$ cat src/rtl/load_store_unit_if.sv
// Pipeline-request, response and data-memory signals of the load/store unit.
// The slave modport is the unit itself; master is the pipeline/memory side.
interface load_store_unit_if #(
  parameter int WORD_ADDR_W = 6
);
  logic                   req_valid;
  logic                   req_ready;
  logic                   req_wr;
  logic [1:0]             req_size;
  logic                   req_signed;
  logic [WORD_ADDR_W+1:0] req_addr;
  logic [31:0]            req_wdata;

  logic                   rsp_valid;
  logic [31:0]            rsp_rdata;
  logic                   rsp_err;

  logic                   mem_wr;
  logic [WORD_ADDR_W-1:0] mem_addr;
  logic [31:0]            mem_din;
  logic [31:0]            mem_dout;

  modport slave (
    input  req_valid, req_wr, req_size, req_signed, req_addr, req_wdata, mem_dout,
    output req_ready, rsp_valid, rsp_rdata, rsp_err, mem_wr, mem_addr, mem_din
  );

  modport master (
    output req_valid, req_wr, req_size, req_signed, req_addr, req_wdata, mem_dout,
    input  req_ready, rsp_valid, rsp_rdata, rsp_err, mem_wr, mem_addr, mem_din
  );
endinterface

$ cat src/rtl/load_store_unit.sv
// Single-outstanding load/store unit: byte/half/word access to a word-wide memory,
// sub-word stores by read-modify-write. Define LSU_MISALIGN_TRAP_EN to trap misaligned accesses.
module load_store_unit #(
  parameter int WORD_ADDR_W = 6
) (
  input logic               clk,
  input logic               reset,
  load_store_unit_if.slave  lsu
);
  localparam int AW = WORD_ADDR_W + 2;

  typedef enum logic [1:0] {IDLE, ACCESS, WRITE, RESP} state_e;

  state_e          state_q;
  logic            wr_q;
  logic [1:0]      size_q;
  logic            signed_q;
  logic [AW-1:0]   addr_q;
  logic [31:0]     wdata_q;
  logic [31:0]     merged_q;
  logic [31:0]     rdata_q;
  logic            err_q;

  logic [AW-1:0]   addr_d;
  logic            trap_d;
  logic [31:0]     lane_mask;
  logic [31:0]     wdata_rep;
  logic [31:0]     shifted;
  logic [31:0]     merged_d;
  logic [31:0]     load_d;

  // size[1] set means word (10 and 11); sub-word addresses are forced to their natural alignment.
  // NOTE: every always_comb output gets a default first so no path can infer a latch.
  always_comb begin
    addr_d = lsu.req_addr;
    if (lsu.req_size[1])      addr_d[1:0] = 2'b00;
    else if (lsu.req_size[0]) addr_d[0]   = 1'b0;
  end

`ifdef LSU_MISALIGN_TRAP_EN
  assign trap_d = lsu.req_size[1] ? (lsu.req_addr[1:0] != 2'b00)
                                  : (lsu.req_size[0] & lsu.req_addr[0]);
`else
  assign trap_d = 1'b0;
`endif

  always_comb begin
    lane_mask = 32'hFFFF_FFFF;
    wdata_rep = wdata_q;
    if (!size_q[1]) begin
      if (size_q[0]) begin
        lane_mask = addr_q[1] ? 32'hFFFF_0000 : 32'h0000_FFFF;
        wdata_rep = {2{wdata_q[15:0]}};
      end else begin
        lane_mask = 32'h0000_00FF << {addr_q[1:0], 3'b000};
        wdata_rep = {4{wdata_q[7:0]}};
      end
    end
    merged_d = (lsu.mem_dout & ~lane_mask) | (wdata_rep & lane_mask);

    shifted = lsu.mem_dout >> {addr_q[1:0], 3'b000};
    load_d  = shifted;
    if (!size_q[1]) begin
      if (size_q[0]) load_d = {{16{signed_q & shifted[15]}}, shifted[15:0]};
      else           load_d = {{24{signed_q & shifted[7]}},  shifted[7:0]};
    end
  end

  // NOTE: state registers use non-blocking assignments so every flop samples pre-edge values.
  always_ff @(posedge clk) begin
    if (reset) begin
      state_q  <= IDLE;
      wr_q     <= 1'b0;
      size_q   <= 2'b00;
      signed_q <= 1'b0;
      addr_q   <= '0;
      wdata_q  <= '0;
      merged_q <= '0;
      rdata_q  <= '0;
      err_q    <= 1'b0;
    end else begin
      case (state_q)
        IDLE: begin
          if (lsu.req_valid) begin
            wr_q     <= lsu.req_wr;
            size_q   <= lsu.req_size;
            signed_q <= lsu.req_signed;
            addr_q   <= addr_d;
            wdata_q  <= lsu.req_wdata;
            rdata_q  <= '0;
            err_q    <= trap_d;
            state_q  <= trap_d ? RESP : ACCESS;
          end
        end
        ACCESS: begin
          if (!wr_q) begin
            rdata_q <= load_d;
            state_q <= RESP;
          end else if (size_q[1]) begin
            state_q <= RESP;
          end else begin
            merged_q <= merged_d;
            state_q  <= WRITE;
          end
        end
        WRITE:   state_q <= RESP;
        RESP:    state_q <= IDLE;
        default: state_q <= IDLE;
      endcase
    end
  end

  // Outputs are qualified by reset so an interrupted store cannot write during the reset cycle.
  assign lsu.req_ready = reset | (state_q == IDLE);
  assign lsu.rsp_valid = ~reset & (state_q == RESP);
  assign lsu.rsp_rdata = rdata_q;
  assign lsu.rsp_err   = err_q;
  assign lsu.mem_wr    = ~reset & ((state_q == WRITE) |
                                   ((state_q == ACCESS) & wr_q & size_q[1]));
  assign lsu.mem_addr  = reset ? '0 : addr_q[AW-1:2];
  assign lsu.mem_din   = reset ? '0 : ((state_q == WRITE) ? merged_q : wdata_q);
endmodule

$ cat src/flat_wrapper.sv
// flat-port wrapper written by rule: the top's interface ports become plain ports
module load_store_unit_flat 
#(
  parameter int WORD_ADDR_W = 6
)
  (clk, reset, lsu_req_valid, lsu_req_wr, lsu_req_size, lsu_req_signed, lsu_req_addr, lsu_req_wdata, lsu_mem_dout, lsu_req_ready, lsu_rsp_valid, lsu_rsp_rdata, lsu_rsp_err, lsu_mem_wr, lsu_mem_addr, lsu_mem_din);
  load_store_unit_if #(.WORD_ADDR_W(WORD_ADDR_W)) lsu_i ();
  input logic clk;
  input logic reset;
  input wire logic [$bits(lsu_i.req_valid)-1:0] lsu_req_valid;
  input wire logic [$bits(lsu_i.req_wr)-1:0] lsu_req_wr;
  input wire logic [$bits(lsu_i.req_size)-1:0] lsu_req_size;
  input wire logic [$bits(lsu_i.req_signed)-1:0] lsu_req_signed;
  input wire logic [$bits(lsu_i.req_addr)-1:0] lsu_req_addr;
  input wire logic [$bits(lsu_i.req_wdata)-1:0] lsu_req_wdata;
  input wire logic [$bits(lsu_i.mem_dout)-1:0] lsu_mem_dout;
  output wire logic [$bits(lsu_i.req_ready)-1:0] lsu_req_ready;
  output wire logic [$bits(lsu_i.rsp_valid)-1:0] lsu_rsp_valid;
  output wire logic [$bits(lsu_i.rsp_rdata)-1:0] lsu_rsp_rdata;
  output wire logic [$bits(lsu_i.rsp_err)-1:0] lsu_rsp_err;
  output wire logic [$bits(lsu_i.mem_wr)-1:0] lsu_mem_wr;
  output wire logic [$bits(lsu_i.mem_addr)-1:0] lsu_mem_addr;
  output wire logic [$bits(lsu_i.mem_din)-1:0] lsu_mem_din;
  assign lsu_i.req_valid = lsu_req_valid;
  assign lsu_i.req_wr = lsu_req_wr;
  assign lsu_i.req_size = lsu_req_size;
  assign lsu_i.req_signed = lsu_req_signed;
  assign lsu_i.req_addr = lsu_req_addr;
  assign lsu_i.req_wdata = lsu_req_wdata;
  assign lsu_i.mem_dout = lsu_mem_dout;
  assign lsu_req_ready = lsu_i.req_ready;
  assign lsu_rsp_valid = lsu_i.rsp_valid;
  assign lsu_rsp_rdata = lsu_i.rsp_rdata;
  assign lsu_rsp_err = lsu_i.rsp_err;
  assign lsu_mem_wr = lsu_i.mem_wr;
  assign lsu_mem_addr = lsu_i.mem_addr;
  assign lsu_mem_din = lsu_i.mem_din;
  load_store_unit #(.WORD_ADDR_W(WORD_ADDR_W)) u_core (.clk(clk), .reset(reset), .lsu(lsu_i));
endmodule
$ cat config.mk
export PLATFORM = sky130hd
export DESIGN_NAME = load_store_unit_flat
export DESIGN_NICKNAME = d
export VERILOG_FILES = /design/src/rtl/load_store_unit_if.sv /design/src/rtl/load_store_unit.sv /design/src/flat_wrapper.sv
export SDC_FILE = /design/constraint.sdc
export NUM_CORES = 1
export LEC_CHECK = 0
export BUFFER_PORTS_ARGS = -buffer_cell sky130_fd_sc_hd__buf_2
export CAP_MARGIN = 0
export CORE_MARGIN = 1
export CORE_UTILIZATION = 42
export CTS_BUF_LIST = sky130_fd_sc_hd__clkbuf_4
export DETAILED_ROUTE_END_ITERATION = 7
export PLACE_DENSITY = 0.66
export SLEW_MARGIN = 5
export SYNTH_ARGS = -nofsm -noshare
export SYNTH_HDL_FRONTEND = slang
export SYNTH_SLANG_ARGS = --single-unit
$ cat constraint.sdc
create_clock -name clk -period 2.6 [get_ports clk]
set_input_delay 0.52 -clock clk [delete_from_list [all_inputs] [get_ports clk]]
set_output_delay 0.52 -clock clk [all_outputs]
set_load 0.05 [all_outputs]
==> results of run 1 <==
layer usage:
layer	global-route usage	vias to the layer above
li1	-	2545
met1	0.3286	2468
met2	0.3838	198
met3	0.06279	30
met4	0.09487	0
met5	0	-
what timing repair did:
item | CTS | global route
gates cloned | 0 | 1
pin swaps | 0 | 0
resized for setup | 1 | 3
setup endpoints to repair | 1 | 33
setup buffers | 0 | 0
sequential cells by signal, summed over array words and instances (netlist names):
signal                cells
u_core.wr_q               1
u_core.lsu.rsp_rdata     32
u_core.size_q             2
u_core.state_q            2
u_core.signed_q           1
u_core.addr_q             8
u_core.wdata_q           32
u_core.merged_q          32
stage by stage:
| step | cell area, um^2 | power (mW) | std cells |
|---|---|---|---|
| final | 6589 | 5.290 | 949 |
| after global routing | 6589 | 5.593 | 949 |
| after CTS | 6550 | 5.236 | 948 |
| after detailed placement | 6421 | 4.430 | 932 |
| after global placement | 6421 | 4.384 | 932 |
| after floorplan | 5533 | 3.859 | 651 |
layout by cell type, fill, tap and decap left out, drive strengths merged, types with 2 or more instances in the layout:
cell type	n
a32o	16
a211oi	17
a211o	7
ha	5
a22oi	3
clkbuf	10
nand2	107
buf	164
nor2	72
a21oi	62
nor3	3
nand2b	22
dfxtp	110
o22ai	16
a221o	16
mux2i	56
a32oi	7
inv	6
a22o	8
nor2b	26
a2111oi	2
mux2	10
clkinv	3
clkinvlp	2
o21ai	17
synth_stat cells (2+ instances only):
cell type and count:
a221o_1 16, a21oi_4 2, a21oi_1 60, a32o_1 16, ha_1 5, a211o_1 7, buf_2 8, nand2b_1 22
mux2_2 10, clkbuf_1 39, o22ai_1 16, nor2b_1 25, mux2i_1 56, dfxtp_1 110, nand2_1 107, a22o_1 8
buf_1 6, a211oi_1 17, nor3_1 2, nor2_1 72, a32oi_1 7, o21ai_0 17, inv_1 4, a22oi_1 3
power by group:
| group | internal [mW] | switching [mW] | leakage [nW] |
|---|---|---|---|
| clock | 0.207 | 0.610 | 0.0644 |
| combinational | 0.788 | 1.55 | 1.75 |
| sequential | 1.92 | 0.216 | 0.895 |
| total | 2.92 | 2.37 | 2.71 |
logic make-up (layout without fill, tap and decap cells):
| logic type | after synthesis | after routing | share of synthesized area |
|---|---|---|---|
| flops | 110 | 110 | 0.4016 |
| fa+ha+maj | 5 | 5 | 0.01141 |
| xor+xnor | 1 | 1 | 0.001598 |
| mux | 67 | 67 | 0.1269 |
| buf+inv | 59 | 185 | 0.04427 |
| compound gates | 173 | 173 | 0.2246 |
| other cells | 1 | 1 | 0.0006840 |
| simple gates | 235 | 235 | 0.1890 |
final cells by class:
type,instances,area share
multi-input combinational,482,0.4721
inverter,4,0.002279
clock inverter,7,0.008735
timing repair buffer,165,0.1394
tap,172,0.03266
clock buffer,9,0.01025
sequential,110,0.3346
worst max-delay path, delay by kind of cell (launching register included):
family / cells / cell delay [ns]
buf+inv: 3 / 0.57
fa+ha+maj: 1 / 0.20
flops: 1 / 0.42
simple gates: 1 / 0.12
mux: 1 / 0.15
path summary, 6_finish.rpt:
kind / startpoint / depth (start not counted) / to / slack, ns
hold / removal: lsu_req_wdata[17] / 3 / u_core.wdata_q[17]$_SDFFE_PP0P_ / 0.21
hold reg to reg: u_core.wdata_q[22]$_SDFFE_PP0P_ / 2 / u_core.wdata_q[22]$_SDFFE_PP0P_ / 0.46
setup / recovery: u_core.state_q[0]$_SDFFE_PP0P_ / 6 / lsu_mem_din[6] / 0.12
setup reg to reg: u_core.state_q[1]$_SDFFE_PP0P_ / 6 / u_core.lsu.rsp_rdata[10]$_SDFFE_PP0P_ / 0.35
==> summary.md, run 1 <==
| Metric | Value |
|---|---|
| Most used DFF post-synth | dfxtp_1 |
| Synth area leaders | dfxtp_1 40%, mux2i_1 10%, nand2_1 7.3% |
| Final core area utilization | 0.5200 |
| Die footprint | 13520 um^2 |
| Synth-to-Final Area Change | 20.17% |
| Status | completed |
| FFs w/ async S/R, synth | 0 |
| Maximum vdd drop | between 0.0007 and 0.0008 V |
| WL met2 | 7724 um |
| Post-synth EDFFs | 0 |
| Register area share after synthesis | 0.4016 |
| Final Hold Fails | 0 |
| Port Buffers | approximately 150 |
| Clk root buf | clkbuf_4 |
| Slowest cell on crit path | dfxtp_1 |
| Top sig layer | met4 |
| Pwr/cell area | 802.9 nW/um^2 |
| Slowest Stage Delay on Critical Path | between 0.4 and 0.5 ns |
| Clk Latency, worst-skew pair | 0.52 ns |
| H-tree levels | 3 |
| Post-synthesis average cell area | about 8.4 um^2 |
| Syn_nets | 735 |
| Startpoint types | flip-flop |
| Die height | ~120 um |
| Worst setup path class | reg -> out |
| Top achievable clock speed | 403.1 MHz |
| Overflow after GRT | 0 |
| Post-route DRC violation count | 0 |
| Register area | about 2200 um^2 |
| Routability Congestion | 0.9135 |
| Slew of the pin with the lowest slew margin | 1.200 ns |
| Final setup vio count | 0 |
| Num ports | ~150 |
| Fin Setup TNS | 0 ns |
| Antenna violations before repair | 0 |
| Crit-path cells | inv_2 -> ha_4 -> clkbuf_16 -> mux2i_1 -> nor2_2 -> buf_2 |
| Number of buffers created by CTS | 9 |
| Synth Register Bits | between 100 and 150 |
| Crit path time final | about 2.5 ns |
| Hold slack | roughly 0.21 ns |
| Max Slew Vio Count | 0 |
| Die W | 116.3 um |
| CTS tree | yes |
| Setup slack at placement | ~0.46 ns |
| Filler instances | ~1200 |
| CTS max path bufs | 2 |
| Met1 WL | 7619 um |
| FP Rows | between 40 and 50 |
| Clock skew | ~0.027 ns |
| Ant. Diodes | 0 |
| DR iter-0 viols | 387 |
| Clk sinks | 110 |
| Fin crit share | 0.9541 |
| DRT Pass-1 Iters | 5 |
| Routed Antenna Nets | 0 |
| First-pass GRT wire length | 25210 um |
| Crit path max fanout | 16 |
| RSZ-0062 raised after global routing | false |
| Via count | 5241 |
| Multi-input logic area | 3110 um^2 |
| Crit path DAT | about 2.0 ns |
| Crit. End Element | primary output |
| Initial Util | 0.4327 |
| Pin count of the biggest net entering global routing | between 50 and 60 |
| Avg WL per Cell | 17.70 um |
| Max_cap viols | 0 |
| Area fraction of the dominant cell type after synthesis | 0.4016 |
| Vias per inst | about 5.5 |
| Clock transition at path regs | 0.19 ns |
| Mapped Cells | around 650 |
| HP Class | in -> reg |
| HPWL after DPL | 12330 um |
| Mapped cell area | 5483 um^2 |
| CTS hold repair buffers | 0 |
| Total wire length | 16800 um |
| Layout cells sized above 1 | 0.2909 |
| Final Worst Setup Slack | 0.1192 ns |
| Nets | between 800 and 900 |
| Synth cell types | 40 |
| Vias in the first global route | 4800 |
| Core Footprint | 12670 um^2 |
| Gr usage total | 0.2470 |
| Yosys top cell by area | dfxtp_1 |
| WP data required | 2.08 ns |
| Static Leak | about 2.7 nW |
| Met3 wire len | 1036 um |
| Synth Warn # | 0 |
| Slew margin rel. | 0.1969 |
Power figures use the tool's default switching activity.
==> run 2: changes to the inputs <==
--- a/config.mk
+++ b/config.mk
@@ -9,7 +9,6 @@
 export CAP_MARGIN = 0
 export CORE_MARGIN = 1
 export CORE_UTILIZATION = 42
-export CTS_BUF_LIST = sky130_fd_sc_hd__clkbuf_4
 export DETAILED_ROUTE_END_ITERATION = 7
 export PLACE_DENSITY = 0.66
 export SLEW_MARGIN = 5
==> constraint.sdc (replaced) <==
create_clock -name clk -period 3.1 [get_ports clk]
set_input_delay 0.62 -clock clk [delete_from_list [all_inputs] [get_ports clk]]
set_output_delay 0.62 -clock clk [all_outputs]
set_load 0.05 [all_outputs]
==> run 2 against run 1 <==
Critical path depth is the same. Clock power grew 31%. Clock-buffer cell count grew 3. Flip-flop and latch count is the same. Sequential share of layout area shrank 0.11 points. Total power shrank 10%. Final area grew 0.32%. Routed wire length shrank 2.6%. Highest routed layer unchanged.
==> summary.md, run 2 (synthesis gave the netlist of run 1 again) <==
| Metric | Value |
|---|---|
| Status | completed |
| Clk pwr share | 0.225 |
| Startpoint types | flip-flop |
| Logic pwr share | 0.395 |
| Clock skew | 0.005250 ns |
| Static Leak | 2.756 nW |
| Initial Util | 0.4327 |
| DRT Pass-1 Iters | 5 |
| Post_cts resized | 0 |
| Overflow after GRT | 0 |
| HPWL after DPL | 11980 um |
| Pin count of the biggest net entering global routing | 86 |
| Port Buffers | 151 |
| Number of buffers created by CTS | 9 |
| Post-route DRC violation count | 0 |
| Crit path time final | 2.750 ns |
| Via count | 5186 |
| Clk root buf | clkbuf_16 |
| Final Worst Setup Slack | 0.3497 ns |
| Setup slack at placement | 0.7237 ns |
| Num ports | 153 |
| Fin crit share | 0.8872 |
| Max_cap viols | 0 |
| Synth-to-Final Area Change | 20.56% |
| Avg WL per Cell | around 17 um |
| Gr usage total | 0.2461 |
| Pwr/cell area | 718.5 nW/um^2 |
| Clk Latency, worst-skew pair | 0.36 ns |
| Antenna violations before repair | 0 |
| Most frequent cells in the layout | 150 x buf_2, 108 x dfxtp_1, 107 x nand2_1 |
| Fin Setup TNS | 0 ns |
| Die footprint | 13520 um^2 |
| HP Class | reg -> reg |
| CTS tree | yes |
| Final setup vio count | 0 |
| H-tree levels | 3 |
| RSZ-0062 raised after global routing | false |
| Die height | 116.3 um |
| Crit path max fanout | 11 |
| Final Hold Fails | 0 |
| Maximum vdd drop | 0.0004835 V |
| CTS max path bufs | 2 |
| Layout cells sized above 1 | 0.2561 |
| First-pass GRT wire length | 25280 um |
| Slew margin rel. | 0.4093 |
| Crit path DAT | 2.13 ns |
| Routability Congestion | 0.8698 |
| Max Slew Vio Count | 0 |
| Int Pwr | 2.813 mW |
| Sw frac | 0.4077 |
| Slew of the pin with the lowest slew margin | 0.8848 ns |
| WP data required | 2.48 ns |
| Total wire length | about 16000 um |
| Hold slack | about 0.45 ns |
| Routed Antenna Nets | 0 |
| Core Footprint | 12670 um^2 |
| Ant. Diodes | 0 |
| Commonest non-fill, non-tap cell in the layout | buf_2 |
| Die W | ~120 um |
| Clk sinks | 110 |
| Clock transition at path regs | ~0.060 ns |
| Post-CTS Setup Inserts | 0 |
| CTS hold repair buffers | 0 |
| Power, Total | around 4.7 mW |
| Seq pwr share | 0.380 |
| Vias in the first global route | 4764 |
| Filler instances | 1249 |
| Top achievable clock speed | approximately 360 MHz |
| Vias per inst | 5.488 |
| FP Rows | 41 |
| Crit. End Element | primary output |
| Worst setup path class | reg -> out |
| DR iter-0 viols | approximately 470 |
| P_sw | 1.936 mW |
| Nets | 855 |
## run 2: final timing paths
kind | slack (ns) | startpoint | depth (start not counted) | end
worst min register to register | 0.45 | u_core.wdata_q[31]$_SDFFE_PP0P_ | 2 | u_core.wdata_q[31]$_SDFFE_PP0P_
worst min-delay path | 0.45 | u_core.wdata_q[31]$_SDFFE_PP0P_ | 2 | u_core.wdata_q[31]$_SDFFE_PP0P_
worst max-delay path | 0.35 | u_core.state_q[0]$_SDFFE_PP0P_ | 6 | lsu_mem_din[10]
worst max register to register | 0.90 | u_core.state_q[0]$_SDFFE_PP0P_ | 6 | u_core.lsu.rsp_rdata[14]$_SDFFE_PP0P_
## run 2: metal layers
layer  routed length [um]  part of all wire  track usage  vias up
met5                    0                 0            0        -
met3                 1067             0.065      0.04982       29
met2                 7464              0.46       0.3807      189
met4                  371             0.023      0.08547        0
li1                     -                 -            -     2536
met1                 7463              0.46       0.3405     2432
## run 2: power by group through the flow
stage | Combinational [mW] | Sequential (mW) | Clock, mW
floorplan | 1.31 | 1.91 | 0
global placement | 1.85 | 1.82 | 0
detailed placement | 1.87 | 1.83 | 0
CTS | 1.88 | 1.80 | 1.09
global route | 2.04 | 1.83 | 1.16
finish | 1.88 | 1.81 | 1.07
## run 2: metrics by stage
stage | instance area (um^2) | utilization | instances
final | 6610 | 0.5217 | 945
after global routing | 6610 | 0.5217 | 945
after floorplan | 5483 | - | 651
after global placement | 6346 | 0.5008 | 932
after detailed placement | 6346 | 0.5008 | 932
after CTS | 6610 | 0.5217 | 945
## run 2: critical path, cell delays in order, from the launching register on
cell     delay [ns]
dfxtp_1        0.34
inv_1          0.15
ha_2           0.47
buf_4          0.28
mux2i_1        0.24
nor2_1         0.05
buf_2          0.24
## run 2: area by class of cell
type	count	area [um^2]	share of cell area
multi-input cells	482	3043	0.4603
flip-flops and latches	110	2205	0.3335
repair buffers	164	868.3	0.1314
clock buffers	12	256.5	0.03880
well taps	172	215.2	0.03256
inverters	4	15.01	0.002271
clock inverters	1	7.507	0.001136
==> run 3: changes to the inputs <==
--- a/config.mk
+++ b/config.mk
@@ -5,12 +5,13 @@
 export SDC_FILE = /design/constraint.sdc
 export NUM_CORES = 1
 export LEC_CHECK = 0
-export BUFFER_PORTS_ARGS = -buffer_cell sky130_fd_sc_hd__buf_2
 export CAP_MARGIN = 0
 export CORE_MARGIN = 1
 export CORE_UTILIZATION = 42
 export DETAILED_ROUTE_END_ITERATION = 7
-export PLACE_DENSITY = 0.66
+export DONT_BUFFER_PORTS = 1
+export GPL_TIMING_DRIVEN = 0
+export PLACE_DENSITY = 0.56
 export SLEW_MARGIN = 5
 export SYNTH_ARGS = -nofsm -noshare
 export SYNTH_HDL_FRONTEND = slang
==> run 3 against run 2 <==
Core utilization decreased by 3.8 points. Fmax is 9.2% lower. Total power increased by 1.2%. Clock power grew 14%. Die area unchanged. Final area shrank 7.4%.
==> summary.md, run 3 (synthesis gave the netlist of run 1 again) <==
| Metric | Value |
|---|---|
| Total wire length | 17970 um |
| WP data required | 2.48 ns |
| Int Pwr | 2.818 mW |
| Ant. Diodes | 0 |
| First-pass GRT wire length | 27430 um |
| Commonest non-fill, non-tap cell in the layout | dfxtp_1 |
| Antenna violations before repair | 1 |
| HP Class | in -> reg |
| R2R Setup Slk | 0.76 ns |
| Via count | 4905 |
| P_sw | 1.986 mW |
| Filler instances | 1272 |
| CTS max path bufs | 2 |
| Avg WL per Cell | 21.42 um |
| Logic pwr share | 0.344 |
| HPWL after DPL | ~14000 um |
| Hold slack | 0.3799 ns |
| Initial Util | 0.4327 |
| Final instance area | 6123 um^2 |
| Number of buffers created by CTS | 9 |
| Slew of the pin with the lowest slew margin | 1.009 ns |
| H-tree levels | 3 |
| Gr usage total | 0.2765 |
| Vias per inst | 5.846 |
| Vias in the first global route | 4794 |
| Placed cells | 823 |
| Slew margin rel. | 0.3258 |
| Final Hold Fails | 0 |
| Synth-to-Final Area Change | 11.68% |
| Top achievable clock speed | around 330 MHz |
| Final setup vio count | 0 |
| Clk pwr share | 0.253 |
| Met3 wire len | 2019 um |
| Clk Latency, worst-skew pair | 0.36 ns |
| DP Area | 5698 um^2 |
| Nets | 746 |
| Register area | 2202 um^2 |
| Maximum vdd drop | 0.0003934 V |
| Clock transition at path regs | 0.08 ns |
| Most frequent cells in the layout | 110 x dfxtp_1, 107 x nand2_1, 60 x a21oi_1 |
| Num ports | 153 |
| CTS tree | yes |
| FP Rows | between 40 and 50 |
| DR iter-0 viols | 304 |
| Post-Layout Cell Count | 839 |
| Die W | 116.3 um |
| Top sig layer | met5 |
| Pwr/cell area | ~780 nW/um^2 |
| WL met2 | around 8200 um |
| Die height | ~120 um |
| Die footprint | around 14000 um^2 |
| DRT Pass-1 Iters | 4 |
| Clk sinks | 110 |
| Startpoint types | flip-flop |
| Port Buffers | 0 |
| Pin count of the biggest net entering global routing | 18 |
| Post-route DRC violation count | 0 |
| Core Footprint | 12670 um^2 |
| Power, Total | 4.804 mW |
| Crit path max fanout | 10 |
| Crit path DAT | 2.41 ns |
| RSZ-0062 raised after global routing | true |
| Routability Congestion | 0.8839 |
| Fin crit share | 0.9772 |
| Sw frac | 0.4135 |
| Crit. End Element | primary output |
| Clk root buf | clkbuf_16 |
| Clock skew | around 0.0087 ns |
| Routed Antenna Nets | 0 |
| Max Slew Vio Count | 0 |
| Layout cells sized above 1 | 0.1169 |
| Crit path time final | 3.029 ns |
| Overflow after GRT | 0 |
| Met1 WL | 7413 um |
| Static Leak | 2.124 nW |
| Seq pwr share | 0.403 |
| Multi-input logic area | 3148 um^2 |
| Status | completed |
| Worst setup path class | reg -> out |
| Max_cap viols | 0 |
-- run 3: final timing paths --
path,from,endpoint,cells past startpoint
max,u_core.state_q[0]$_SDFFE_PP0P_,lsu_mem_din[5],6
min,lsu_req_wdata[16],u_core.wdata_q[16]$_SDFFE_PP0P_,2
max reg2reg,u_core.state_q[0]$_SDFFE_PP0P_,u_core.lsu.rsp_rdata[26]$_SDFFE_PP0P_,7
min reg2reg,u_core.addr_q[7]$_SDFFE_PP0P_,u_core.addr_q[7]$_SDFFE_PP0P_,2
-- run 3: layer usage --
metal | global-route usage | vias up
met2 | 0.4320 | 210
met3 | 0.09704 | 27
li1 | - | 2328
met1 | 0.3569 | 2338
met5 | 0 | -
met4 | 0.08632 | 2
-- run 3: power by group through the flow --
stage | clock (mW) | combinational, mW | sequential (mW)
2_1_floorplan | 0 | 1.31 | 1.91
3_3_place_gp | 0 | 1.58 | 1.96
3_5_place_dp | 0 | 1.61 | 1.97
4_1_cts | 1.24 | 1.64 | 1.93
5_1_grt | 1.28 | 1.82 | 1.96
6_report | 1.22 | 1.65 | 1.94
-- run 3: through the flow --
step	utilization	TNS, ns	setup WS, ns
3_5_place_dp	0.4497	-0.5422	-0.09213
6_report	0.4833	0	0.07054
5_1_grt	0.4833	-0.3614	-0.07904
3_3_place_gp	0.4497	-0.4447	-0.08117
4_1_cts	0.4804	0	0.02951
2_1_floorplan	-	0	0.3975
-- run 3: what timing repair did --
| action | in CTS | in global routing |
|---|---|---|
| setup buffers | 0 | 0 |
| hold buffers | 0 | 0 |
| endpoints found under the setup margin | 30 | 13 |
| pin swaps | 0 | 0 |
| gates cloned | 0 | 0 |
| resized for setup | 33 | 9 |
-- run 3: final cells by class --
type | count | share of cell area
tap | 172 | 0.03515
clock buffer | 11 | 0.04127
sequential | 110 | 0.3596
clock inverter | 5 | 0.009399
buffer | 55 | 0.03801
inverter | 4 | 0.002452
multi-input combinational | 482 | 0.5141
-- run 3: critical path, cell delays in order, from the launching register on --
cell	delay [ns]
dfxtp_1	0.33
inv_1	0.13
ha_1	0.16
clkbuf_1	0.34
clkbuf_2	0.43
mux2i_1	0.16
nor2_2	0.48
